## src/rtl/shift_pkg.sv

```systemverilog
// Shared definitions for the multi-cycle shift/rotate unit: op and state
// encodings, default widths and the op legality check.
package shift_pkg;

    localparam int SHIFT_WIDTH = 16;
    localparam int SHIFT_CNT_W = $clog2(SHIFT_WIDTH);

    typedef enum logic [2:0] {
        SHOP_SLL = 3'b000,
        SHOP_SRL = 3'b001,
        SHOP_SRA = 3'b010,
        SHOP_ROL = 3'b011,
        SHOP_ROR = 3'b100
    } shop_e;

    typedef enum logic [1:0] {
        ST_IDLE  = 2'b00,
        ST_SHIFT = 2'b01,
        ST_DONE  = 2'b10
    } state_e;

    // Codes above ROR are reserved; they pass the operand through untouched.
    function automatic logic op_is_legal(input logic [2:0] op);
        return (op <= 3'(SHOP_ROR));
    endfunction

endpackage

```

## src/rtl/shift_step1.sv

```systemverilog
// One-position shift/rotate step: each output bit is a 2:1 mux between its
// lower and upper neighbour, with op-dependent fill at the two ends.
module shift_step1
    import shift_pkg::*;
#(
    parameter int WIDTH = SHIFT_WIDTH
) (
    input  logic [WIDTH-1:0] data,
    input  logic [2:0]       op,
    output logic [WIDTH-1:0] step
);

    logic             left;
    logic             fill_lo;
    logic             fill_hi;
    logic [WIDTH-1:0] moved;

    always_comb begin
        left    = (op == SHOP_SLL) || (op == SHOP_ROL);
        fill_lo = (op == SHOP_ROL) ? data[WIDTH-1] : 1'b0;
        case (op)
            SHOP_SRA: fill_hi = data[WIDTH-1];
            SHOP_ROR: fill_hi = data[0];
            default:  fill_hi = 1'b0;
        endcase
    end

    for (genvar i = 0; i < WIDTH; i++) begin : g_bit
        logic from_lo;
        logic from_hi;

        if (i == 0) begin : g_lo_end
            assign from_lo = fill_lo;
        end else begin : g_lo_mid
            assign from_lo = data[i-1];
        end

        if (i == WIDTH - 1) begin : g_hi_end
            assign from_hi = fill_hi;
        end else begin : g_hi_mid
            assign from_hi = data[i+1];
        end

        assign moved[i] = left ? from_lo : from_hi;
    end

    assign step = op_is_legal(op) ? moved : data;

endmodule

```

## src/rtl/shift_seq_ctrl.sv

```systemverilog
// Multi-cycle shift/rotate controller: latches op/operand/count on start and
// applies one single-bit step per cycle until the down-counter expires.
//
//   state    | meaning
//   ---------+-----------------------------------------------------------
//   ST_IDLE  | waiting for start, result holds last value
//   ST_SHIFT | one step per cycle, counter decrements toward 1
//   ST_DONE  | single cycle, done (and err if op illegal) asserted
module shift_seq_ctrl
    import shift_pkg::*;
#(
    parameter int WIDTH = SHIFT_WIDTH,
    parameter int CNT_W = SHIFT_CNT_W
) (
    input  logic             clk,
    input  logic             rst_n,
    input  logic             start,
    input  logic [2:0]       op,
    input  logic [WIDTH-1:0] in_data,
    input  logic [CNT_W-1:0] cnt,
    input  logic             flush,
    output logic             ready,
    output logic             busy,
    output logic             done,
    output logic             err,
    output logic [WIDTH-1:0] result
);

    state_e           state;
    logic [2:0]       op_q;
    logic [WIDTH-1:0] work_q;
    logic [CNT_W-1:0] cnt_q;
    logic             ready_q;
    logic             busy_q;
    logic             done_q;
    logic             err_q;
    logic [WIDTH-1:0] step_data;

    shift_step1 #(
        .WIDTH (WIDTH)
    ) u_step (
        .data (work_q),
        .op   (op_q),
        .step (step_data)
    );

    always_ff @(posedge clk or negedge rst_n) begin
        if (!rst_n) begin
            state   <= ST_IDLE;
            op_q    <= '0;
            work_q  <= '0;
            cnt_q   <= '0;
            ready_q <= 1'b1;
            busy_q  <= 1'b0;
            done_q  <= 1'b0;
            err_q   <= 1'b0;
        end else begin
            done_q <= 1'b0;
            err_q  <= 1'b0;
            if (flush) begin
                // Abort wins over everything, including a same-cycle start.
                state   <= ST_IDLE;
                ready_q <= 1'b1;
                busy_q  <= 1'b0;
            end else begin
                case (state)
                    ST_IDLE, ST_DONE: begin
                        if (start) begin
                            op_q   <= op;
                            work_q <= in_data;
                            cnt_q  <= cnt;
                            if (cnt == '0) begin
                                state   <= ST_DONE;
                                ready_q <= 1'b1;
                                busy_q  <= 1'b0;
                                done_q  <= 1'b1;
                                err_q   <= !op_is_legal(op);
                            end else begin
                                state   <= ST_SHIFT;
                                ready_q <= 1'b0;
                                busy_q  <= 1'b1;
                            end
                        end else begin
                            state   <= ST_IDLE;
                            ready_q <= 1'b1;
                            busy_q  <= 1'b0;
                        end
                    end
                    ST_SHIFT: begin
                        work_q <= step_data;
                        cnt_q  <= cnt_q - CNT_W'(1);
                        if (cnt_q == CNT_W'(1)) begin
                            state   <= ST_DONE;
                            ready_q <= 1'b1;
                            busy_q  <= 1'b0;
                            done_q  <= 1'b1;
                            err_q   <= !op_is_legal(op_q);
                        end
                    end
                    default: begin
                        state   <= ST_IDLE;
                        ready_q <= 1'b1;
                        busy_q  <= 1'b0;
                    end
                endcase
            end
        end
    end

    assign ready  = ready_q;
    assign busy   = busy_q;
    assign done   = done_q;
    assign err    = err_q;
    assign result = work_q;

endmodule

```

## config.mk

```make
export PLATFORM = sky130hd
export DESIGN_NAME = shift_seq_ctrl
export DESIGN_NICKNAME = d
export VERILOG_FILES = /design/src/rtl/shift_pkg.sv /design/src/rtl/shift_step1.sv /design/src/rtl/shift_seq_ctrl.sv
export SDC_FILE = /design/constraint.sdc
export NUM_CORES = 1
export LEC_CHECK = 0
export ABC_AREA = 1
export BUFFER_PORTS_ARGS = -buffer_cell sky130_fd_sc_hd__buf_2
export CORE_AREA = 10 10 65 94
export DETAILED_ROUTE_END_ITERATION = 16
export DIE_AREA = 0 0 75 104
export PLACE_DENSITY = 0.76
export SYNTH_ARGS = -nofsm -noshare
export SYNTH_HDL_FRONTEND = slang
export SYNTH_HIERARCHICAL = 1
export SYNTH_SLANG_ARGS = --single-unit
```

## constraint.sdc

```tcl
create_clock -name clk -period 1.4 [get_ports clk]
set_clock_uncertainty 0.15 [all_clocks]
set_input_delay 0.28 -clock clk [delete_from_list [all_inputs] [get_ports clk]]
set_output_delay 0.28 -clock clk [all_outputs]
set_load 0.03 [all_outputs]
```

==> flow_metrics.env, run 1 <==
export IMPL_status="complete, but fails checks"
export IMPL_total_power_mw=5.94
export IMPL_clk_latency_ns=0.28
export IMPL_grt_pass1_wl_um=11600
export IMPL_cts_tree="built"
export IMPL_cts_buffers=5
export IMPL_min_path_type="in2reg"
export IMPL_cts_path_max_buffers=2
export IMPL_dieArea_sq_um=7800
export IMPL_io_pins=47
export IMPL_highest_layer="met4"
export IMPL_cp_required_ns=1.47
export IMPL_coreArea_sq_um=4470
export IMPL_final_layout_size_suffix_gt1_share_pct=48.9
export IMPL_cts_clk_slew_worst_paths_ns=0.07
export IMPL_std_cell_rows=30
export IMPL_wl_um=7730
export IMPL_maxCapViolations=0
export IMPL_yosys_area_share_simple_pct=49.6
export IMPL_synth_warnings=6
export IMPL_p_leak_nw=1.68
export IMPL_postRouteAntennaNets=0
export IMPL_dieWidth_um=75
export IMPL_die_h_um=104
export IMPL_ys_types=24
export IMPL_area_delta_synth_final_pct=51.3
export IMPL_wl_met2_um=4260
export IMPL_ir_worst_vdd_mv=0.965
export IMPL_dpl_instance_area_sq_um=2440
export IMPL_fin_area_sq_um=3180
export IMPL_final_setup_viol_count=16
export IMPL_postLayoutCoreUtil_pct=71.1
export IMPL_cp_max_fo=6
export IMPL_grt_max_degree=21
export IMPL_mostFrequentLayoutCells="nand2_1 (131), buf_2 (32), nand3_2 (28)"
export IMPL_start_util_pct=47.0
export IMPL_fin_crit_sh_pct=118
export IMPL_synth_mux_area_share_pct=0
export IMPL_wl_per_cell_um=17.3
export IMPL_synth_compound_area_share_pct=3.46
export IMPL_drt_pass1_iter_count=4
export IMPL_cp_end_kind="flop"
export IMPL_antenna_found_initial=0
export IMPL_htree_levels=2
export IMPL_met1_length_um=2650
export IMPL_fin_ws_ns=-0.248
export IMPL_nets=427
export IMPL_cts_sinks=29
export IMPL_drc=0
export IMPL_worst_setup_path_start_kind="flop"
export IMPL_grt_pass1_vias=2514
export IMPL_post_place_ws_ns=-0.265
export IMPL_drv_slew=0
export IMPL_io_buffers=46
export IMPL_violations="negative setup slack"
export IMPL_timing_setup_critical_path_class="reg2reg"
export IMPL_ys_seq_elements=29
export IMPL_syn_area_per_cell_sq_um=6.58
export IMPL_hpwlAfterDp_um=4040
export IMPL_grt_use_total_pct=18.5
export IMPL_grt_overflow=0
export IMPL_min_period_ns=1.65
export IMPL_tightest_slew_ns=0.303
export IMPL_fmax_mhz=607
export IMPL_first_iter_violations=205
export IMPL_synth_xor_area_share_pct=0
export IMPL_setup_tns_ns=-2.39
export IMPL_dr_wl_met3_um=440
export IMPL_via_count=2461
export IMPL_routabilityCongestion=0.814
export IMPL_finalHoldViolCount=0
export IMPL_via_per_inst=5.51
export IMPL_syn_area_sq_um=2100
export IMPL_num_antenna_cells=0
export IMPL_cts_root_buf="clkbuf_8"
export IMPL_critPathArrivalTime_ns=1.72
export IMPL_postSynthCellCount=319
export IMPL_seq_area_frac_synth_pct=34.6
export IMPL_synth_fa_ha_area_share_pct=1.19
export IMPL_slew_headroom_pct=79.8
export IMPL_synth_nets=348
export IMPL_synth_top_family_by_area="simple AND/OR/NAND/NOR gates"
export IMPL_power_density_nw_per_um2=1870
export IMPL_mostFrequentLayoutCell="nand2_1"
export IMPL_grt_setup_unrepaired="true"
[stage by stage]
| stage | instances | hold slack, ns |
|---|---|---|
| after floorplan | 319 | -0.166 |
| after global placement | 415 | 0.0332 |
| after detailed placement | 415 | 0.0298 |
| after CTS | 440 | 0.0452 |
| after global routing | 447 | 0.0580 |
| final | 447 | 0.0485 |
[synth_stat cells]
library cell,number,area [sq um]
nand2_1,144,541
dfrtp_1,28,701
inv_1,28,105
nand3_1,26,130
nor2_1,26,97.6
nand2_2,12,75.1
nand3_2,10,100
o21ai_0,7,35.0
buf_2,5,25.0
buf_6,5,56.3
a21oi_1,4,20.0
buf_4,4,30.0
inv_2,3,11.3
nand2_4,3,33.8
ha_1,2,25.0
nand4_1,2,12.5
nor2_4,2,22.5
o21ai_1,2,10.0
dfstp_2,1,26.3
inv_4,1,6.26
nand3_4,1,17.5
nor2_2,1,6.26
nor3_1,1,5.00
o211ai_1,1,7.51
[worst max-delay path, cell delays in order, from the launching register on]
cell and delay [ns]:
dfrtp_2 0.44, nor2_4 0.16, nor2_4 0.09, buf_12 0.14
nor2_1 0.13, nand2_2 0.08, nand3_2 0.07, nand2_1 0.07
nand2_1 0.10, nand2_1 0.07, nand2_1 0.08
[final cells by class]
| class | count | area, sq um |
|---|---|---|
| clock buffer | 8 | 80.1 |
| multi-input combinational | 246 | 1440 |
| fill | 334 | 1290 |
| tap | 48 | 60.1 |
| inverter | 32 | 128 |
| sequential | 29 | 746 |
| timing repair buffer | 84 | 723 |
[registers in the layout, summed over array words and instances, names as in the netlist]
signal,flops
err,1
result,16
ready,1
busy,1
done,1
cnt_q,4
op_q,3
state,2
[kinds of logic (layout without fill, tap and decap cells)]
kind of cell | Yosys count | count (layout)
AO/OA/AOI/OAI | 14 | 14
adder cells (fa/ha/maj) | 2 | 2
buffers and inverters | 46 | 124
flip-flops | 29 | 29
AND/OR/NAND/NOR | 228 | 230
[layer usage]
layer | GRT usage [%] | vias to the layer above
met5 | 0 | -
met4 | 10.6 | 0
met3 | 5.16 | 35
met2 | 32.4 | 111
met1 | 18.3 | 1177
li1 | - | 1138
[path summary, 6_finish.rpt]
kind,endpoint,slack [ns],depth (start not counted),startpoint
setup / recovery,result[12],-0.25,10,op_q[1]
hold / removal,err,0.05,2,flush
setup reg to reg,result[12],-0.25,10,op_q[1]
hold reg to reg,ready,0.34,2,ready
max in group asynchronous,ready,0.36,3,rst_n
min in group asynchronous,result[15],0.26,2,rst_n
[power breakdown]
part / internal (mW) / switching [mW]
clock: 0.353 / 0.334
combinational: 1.51 / 2.17
sequential: 1.15 / 0.430
total: 3.01 / 2.94
[timing repair]
action,4_1_cts,5_1_grt
setup buffers,12,6
gates resized for setup,55,59
cloned,4,1
endpoints found under the setup margin,18,39
hold endpoints to repair,10,0
pin swaps,32,21
hold buffers,1,0
(Power assumes the default switching activity.)
==> run 2, diff against run 1 <==
- MAX_ROUTING_LAYER: unset -> met4
==> flow_metrics.env, run 2 (synthesis results as in run 1) <==
export IMPL_cp_max_fo=6
export IMPL_grt_use_total_pct=19.0
export IMPL_hpwlAfterDp_um=4040
export IMPL_mostFrequentLayoutCells="nand2_1 (131), buf_2 (32), nand3_2 (28)"
export IMPL_mostFrequentLayoutCell="nand2_1"
export IMPL_nets=427
export IMPL_multi_input_area_sq_um=1440
export IMPL_maxCapViolations=0
export IMPL_largest_reg_flops=16
export IMPL_area_delta_synth_final_pct=51.3
export IMPL_dieArea_sq_um=7800
export IMPL_timing_hold_ws_ns=0.0473
export IMPL_io_buffers=46
export IMPL_via_count=2448
export IMPL_std_cell_rows=30
export IMPL_fin_cells=447
export IMPL_total_power_mw=5.94
export IMPL_antenna_found_initial=0
export IMPL_fmax_mhz=620
export IMPL_cts_tree="built"
export IMPL_worstSetupStartpoint="op_q[1]"
export IMPL_p_leak_nw=1.68
export IMPL_rr_startpoint="op_q[1]"
export IMPL_reg2reg_slack_ns=-0.21
export IMPL_power_density_nw_per_um2=1870
export IMPL_clk_latency_ns=0.29
export IMPL_via_per_inst=5.48
export IMPL_htree_levels=2
export IMPL_critPathArrivalTime_ns=1.69
export IMPL_die_h_um=104
export IMPL_post_place_ws_ns=-0.265
export IMPL_start_util_pct=47.0
export IMPL_routabilityCongestion=0.826
export IMPL_cts_sinks=29
export IMPL_cts_path_max_buffers=2
export IMPL_cts_buffers=5
export IMPL_timing_setup_critical_path_class="reg2reg"
export IMPL_status="complete, but fails checks"
export IMPL_crit_end="result[12]"
export IMPL_drc=0
export IMPL_placedCellCount=415
export IMPL_grt_overflow=0
export IMPL_fin_crit_sh_pct=115
export IMPL_cp_required_ns=1.47
export IMPL_postRouteAntennaNets=0
export IMPL_grt_setup_unrepaired="true"
export IMPL_r2r_end="result[12]"
export IMPL_violations="negative setup slack"
export IMPL_grt_max_degree=21
export IMPL_num_fill_cells=334
export IMPL_fin_ws_ns=-0.214
export IMPL_holdPathStages=2
export IMPL_wl_um=7740
export IMPL_ff_latch_area_sq_um=746
export IMPL_fin_area_sq_um=3180
export IMPL_r2r_cells=10
export IMPL_grt_pass1_vias=2519
export IMPL_first_iter_violations=188
export IMPL_dieWidth_um=75
export IMPL_tightest_slew_ns=0.301
export IMPL_final_layout_size_suffix_gt1_share_pct=48.9
export IMPL_final_setup_viol_count=16
export IMPL_drt_pass1_iter_count=4
export IMPL_coreArea_sq_um=4470
export IMPL_min_path_type="in2reg"
export IMPL_num_antenna_cells=0
export IMPL_setup_tns_ns=-2.39
export IMPL_slew_headroom_pct=79.9
export IMPL_worst_setup_path_start_kind="flop"
export IMPL_dpl_instance_area_sq_um=2440
export IMPL_cp_end_kind="flop"
export IMPL_cts_clk_slew_worst_paths_ns=0.07
export IMPL_drv_slew=0
export IMPL_ir_worst_vdd_mv=0.967
export IMPL_finalHoldViolCount=0
export IMPL_grt_pass1_wl_um=11600
export IMPL_cts_root_buf="clkbuf_8"
export IMPL_postLayoutCoreUtil_pct=71.1
export IMPL_io_pins=47
export IMPL_wl_per_cell_um=17.3
export IMPL_min_period_ns=1.61
## run 2: cell counts in the layout (fill, tap and decap cells not counted)
Identical to the previous run, type by type.
## run 2: worst min-delay path by stage
stage	slack [ns]	endpoint	start
after global placement	0.03	result[15]	rst_n
final	0.05	err	flush
after CTS	0.05	state[1]	flush
after detailed placement	0.03	result[15]	rst_n
after floorplan	-0.17	busy	rst_n
after global routing	0.06	err	flush
## run 2: critical path, stage by stage, from the launching register on
cell and delay (ns):
dfrtp_2 0.44, nor2_4 0.16, nor2_4 0.09, buf_12 0.14, nor2_1 0.12, nand2_2 0.08
nand3_2 0.07, nand2_1 0.05, nand2_1 0.09, nand2_1 0.07, nand2_1 0.08
## run 2: timing repair
item                       4_1_cts  5_1_grt
gates cloned                     4        1
hold buffers                     1        0
gates resized for setup         55       59
setup endpoints to repair       18       39
hold endpoints to repair        10        0
pin swaps                       32       21
setup buffers                   12        6
## run 2: layout make-up
cell class                      count  share of cell area, %
Clock buffer                        8                   2.52
Timing Repair Buffer               84                   22.8
Multi-Input combinational cell    246                   45.3
Sequential cell                    29                   23.5
Inverter                           32                   4.02
Tap cell                           48                   1.89
## run 2: power by group
part / switching, mW / internal, mW
clock network: 0.337 / 0.353
registers: 0.426 / 1.15
logic: 2.17 / 1.51
total: 2.93 / 3.01
## run 2: routing by layer
| metal | track usage (%) | share of wire, % | vias up | routed length [um] |
|---|---|---|---|---|
| met4 | 10.6 | 5.5 | 0 | 427 |
| met3 | 4.39 | 5.2 | 48 | 405 |
| met5 | - | 0 | - | 0 |
| met2 | 32.4 | 54 | 117 | 4210 |
| met1 | 18.8 | 35 | 1145 | 2700 |
| li1 | - | - | 1138 | - |
==> run 3, diff against run 2 <==
- BUFFER_PORTS_ARGS: -buffer_cell sky130_fd_sc_hd__buf_2 -> -buffer_cell sky130_fd_sc_hd__buf_4
==> flow_metrics.env, run 3 (synthesis results as in run 1) <==
export IMPL_status="complete, but fails checks"
export IMPL_violations="negative setup slack"
export IMPL_wl_um=6110
export IMPL_crit_end="result[12]"
export IMPL_area_delta_synth_final_pct=41.7
export IMPL_r2r_cells=10
export IMPL_grt_overflow=0
export IMPL_timing_hold_ws_ns=0.0262
export IMPL_mostFrequentLayoutCells="nand2_1 (131), buf_4 (56), inv_1 (25), nand3_1 (25)"
export IMPL_timing_setup_critical_path_class="reg2reg"
export IMPL_std_cell_rows=30
export IMPL_grt_max_degree=30
export IMPL_final_setup_viol_count=16
export IMPL_cp_depth=10
export IMPL_cts_tree="built"
export IMPL_crit_slowest_cell="dfrtp_2"
export IMPL_cp_end_kind="flop"
export IMPL_cp_common_cell="nand2_1"
export IMPL_antenna_found_initial=0
export IMPL_num_fill_cells=375
export IMPL_start_util_pct=47.0
export IMPL_slew_headroom_pct=73.8
export IMPL_hpwlAfterDp_um=3850
export IMPL_fin_crit_sh_pct=112
export IMPL_power_density_nw_per_um2=1870
export IMPL_critPathArrivalTime_ns=1.60
export IMPL_grt_pass1_wl_um=10000
export IMPL_routabilityCongestion=0.816
export IMPL_finalHoldViolCount=0
export IMPL_fin_ws_ns=-0.172
export IMPL_final_layout_size_suffix_gt1_share_pct=38.6
export IMPL_grt_pass1_vias=2215
export IMPL_postRouteAntennaNets=0
export IMPL_via_per_inst=5.18
export IMPL_drc=0
export IMPL_coreArea_sq_um=4470
export IMPL_cts_path_max_buffers=2
export IMPL_cts_sinks=29
export IMPL_via_count=2249
export IMPL_cts_root_buf="clkbuf_8"
export IMPL_ir_worst_vdd_mv=0.835
export IMPL_r2r_end="result[12]"
export IMPL_rr_startpoint="op_q[1]"
export IMPL_wl_per_cell_um=14.1
export IMPL_mostFrequentLayoutCell="nand2_1"
export IMPL_die_h_um=104
export IMPL_maxCapViolations=0
export IMPL_drt_pass1_iter_count=4
export IMPL_cts_clk_slew_worst_paths_ns=0.06
export IMPL_drv_slew=0
export IMPL_nets=414
export IMPL_worst_setup_path_start_kind="flop"
export IMPL_largest_reg_flops=16
export IMPL_fmax_mhz=636
export IMPL_htree_levels=2
export IMPL_dieWidth_um=75
export IMPL_min_period_ns=1.57
export IMPL_cp_required_ns=1.42
export IMPL_cp_max_fo=5
export IMPL_clk_latency_ns=0.28
export IMPL_io_pins=47
export IMPL_slowest_delay_ns=0.43
export IMPL_worstSetupStartpoint="op_q[1]"
export IMPL_dieArea_sq_um=7800
export IMPL_reg2reg_slack_ns=-0.17
export IMPL_io_buffers=46
export IMPL_p_leak_nw=1.62
export IMPL_cts_buffers=5
export IMPL_setup_tns_ns=-1.72
export IMPL_cp_cell_sequence="nor2_4, nor2_4, buf_6, nor2_1, nand2_1, nand3_1, nand2_1, nand2_1, nand2_1, nand2_1"
export IMPL_num_antenna_cells=0
export IMPL_min_path_type="in2reg"
export IMPL_first_iter_violations=179
export IMPL_grt_setup_unrepaired="true"
export IMPL_tightest_slew_ns=0.394
export IMPL_critPathTopFamily="simple AND/OR/NAND/NOR gates"
export IMPL_path_buf_inv=1
export IMPL_grt_use_total_pct=16.5
[run 3: through the flow]
step / cell area (sq um) / std cells / setup WS, ns / total power [mW] / utilization (%)
floorplan: 2110 / 319 / -0.00612 / 3.26 / -
global placement: 2520 / 412 / -0.235 / 4.00 / 56.5
detailed placement: 2520 / 412 / -0.274 / 4.06 / 56.5
CTS: 2900 / 432 / -0.0871 / 5.42 / 64.9
global route: 2970 / 434 / -0.226 / 5.98 / 66.6
finish: 2970 / 434 / -0.172 / 5.57 / 66.6
[run 3: area by class of cell]
cell class | instances | area, sq um | area share (%)
clock buffers | 7 | 86.3 | 2.90
clock inverters | 1 | 30.0 | 1.01
inverters | 32 | 125 | 4.21
multi-input cells | 245 | 1260 | 42.5
flip-flops and latches | 29 | 733 | 24.7
well taps | 48 | 60.1 | 2.02
repair buffers | 72 | 676 | 22.7
[run 3: how the worst min path moves through the flow]
stage               startpoint  endpoint  slack [ns]  cells past startpoint
floorplan                rst_n      busy       -0.17                      0
global placement         rst_n   op_q[2]        0.08                      1
detailed placement       rst_n   op_q[2]        0.09                      1
CTS                      flush  state[1]        0.02                      2
global route             flush      done        0.03                      2
finish                   flush  state[1]        0.03                      2
[run 3: power by group]
group	switching (mW)	internal [mW]	total (mW)
logic	1.82	1.33	3.15
clock network	0.324	0.580	0.904
registers	0.393	1.12	1.52
[run 3: per-layer routing]
metal / vias up / GRT usage, % / share of wire, %
met2: 62 / 27.1 / 53
li1: 1114 / - / -
met1: 1063 / 17.5 / 38
met5: - / - / 0
met3: 10 / 4.49 / 6.4
met4: 0 / 7.34 / 2.1
[run 3: repair_timing]
item | CTS | global route
cloned | 3 | 0
buffers inserted | 9 | 2
hold buffers | 1 | 0
hold endpoints to repair | 28 | 0
endpoints found under the setup margin | 17 | 23
pin swaps | 8 | 8
gates resized for setup | 34 | 21
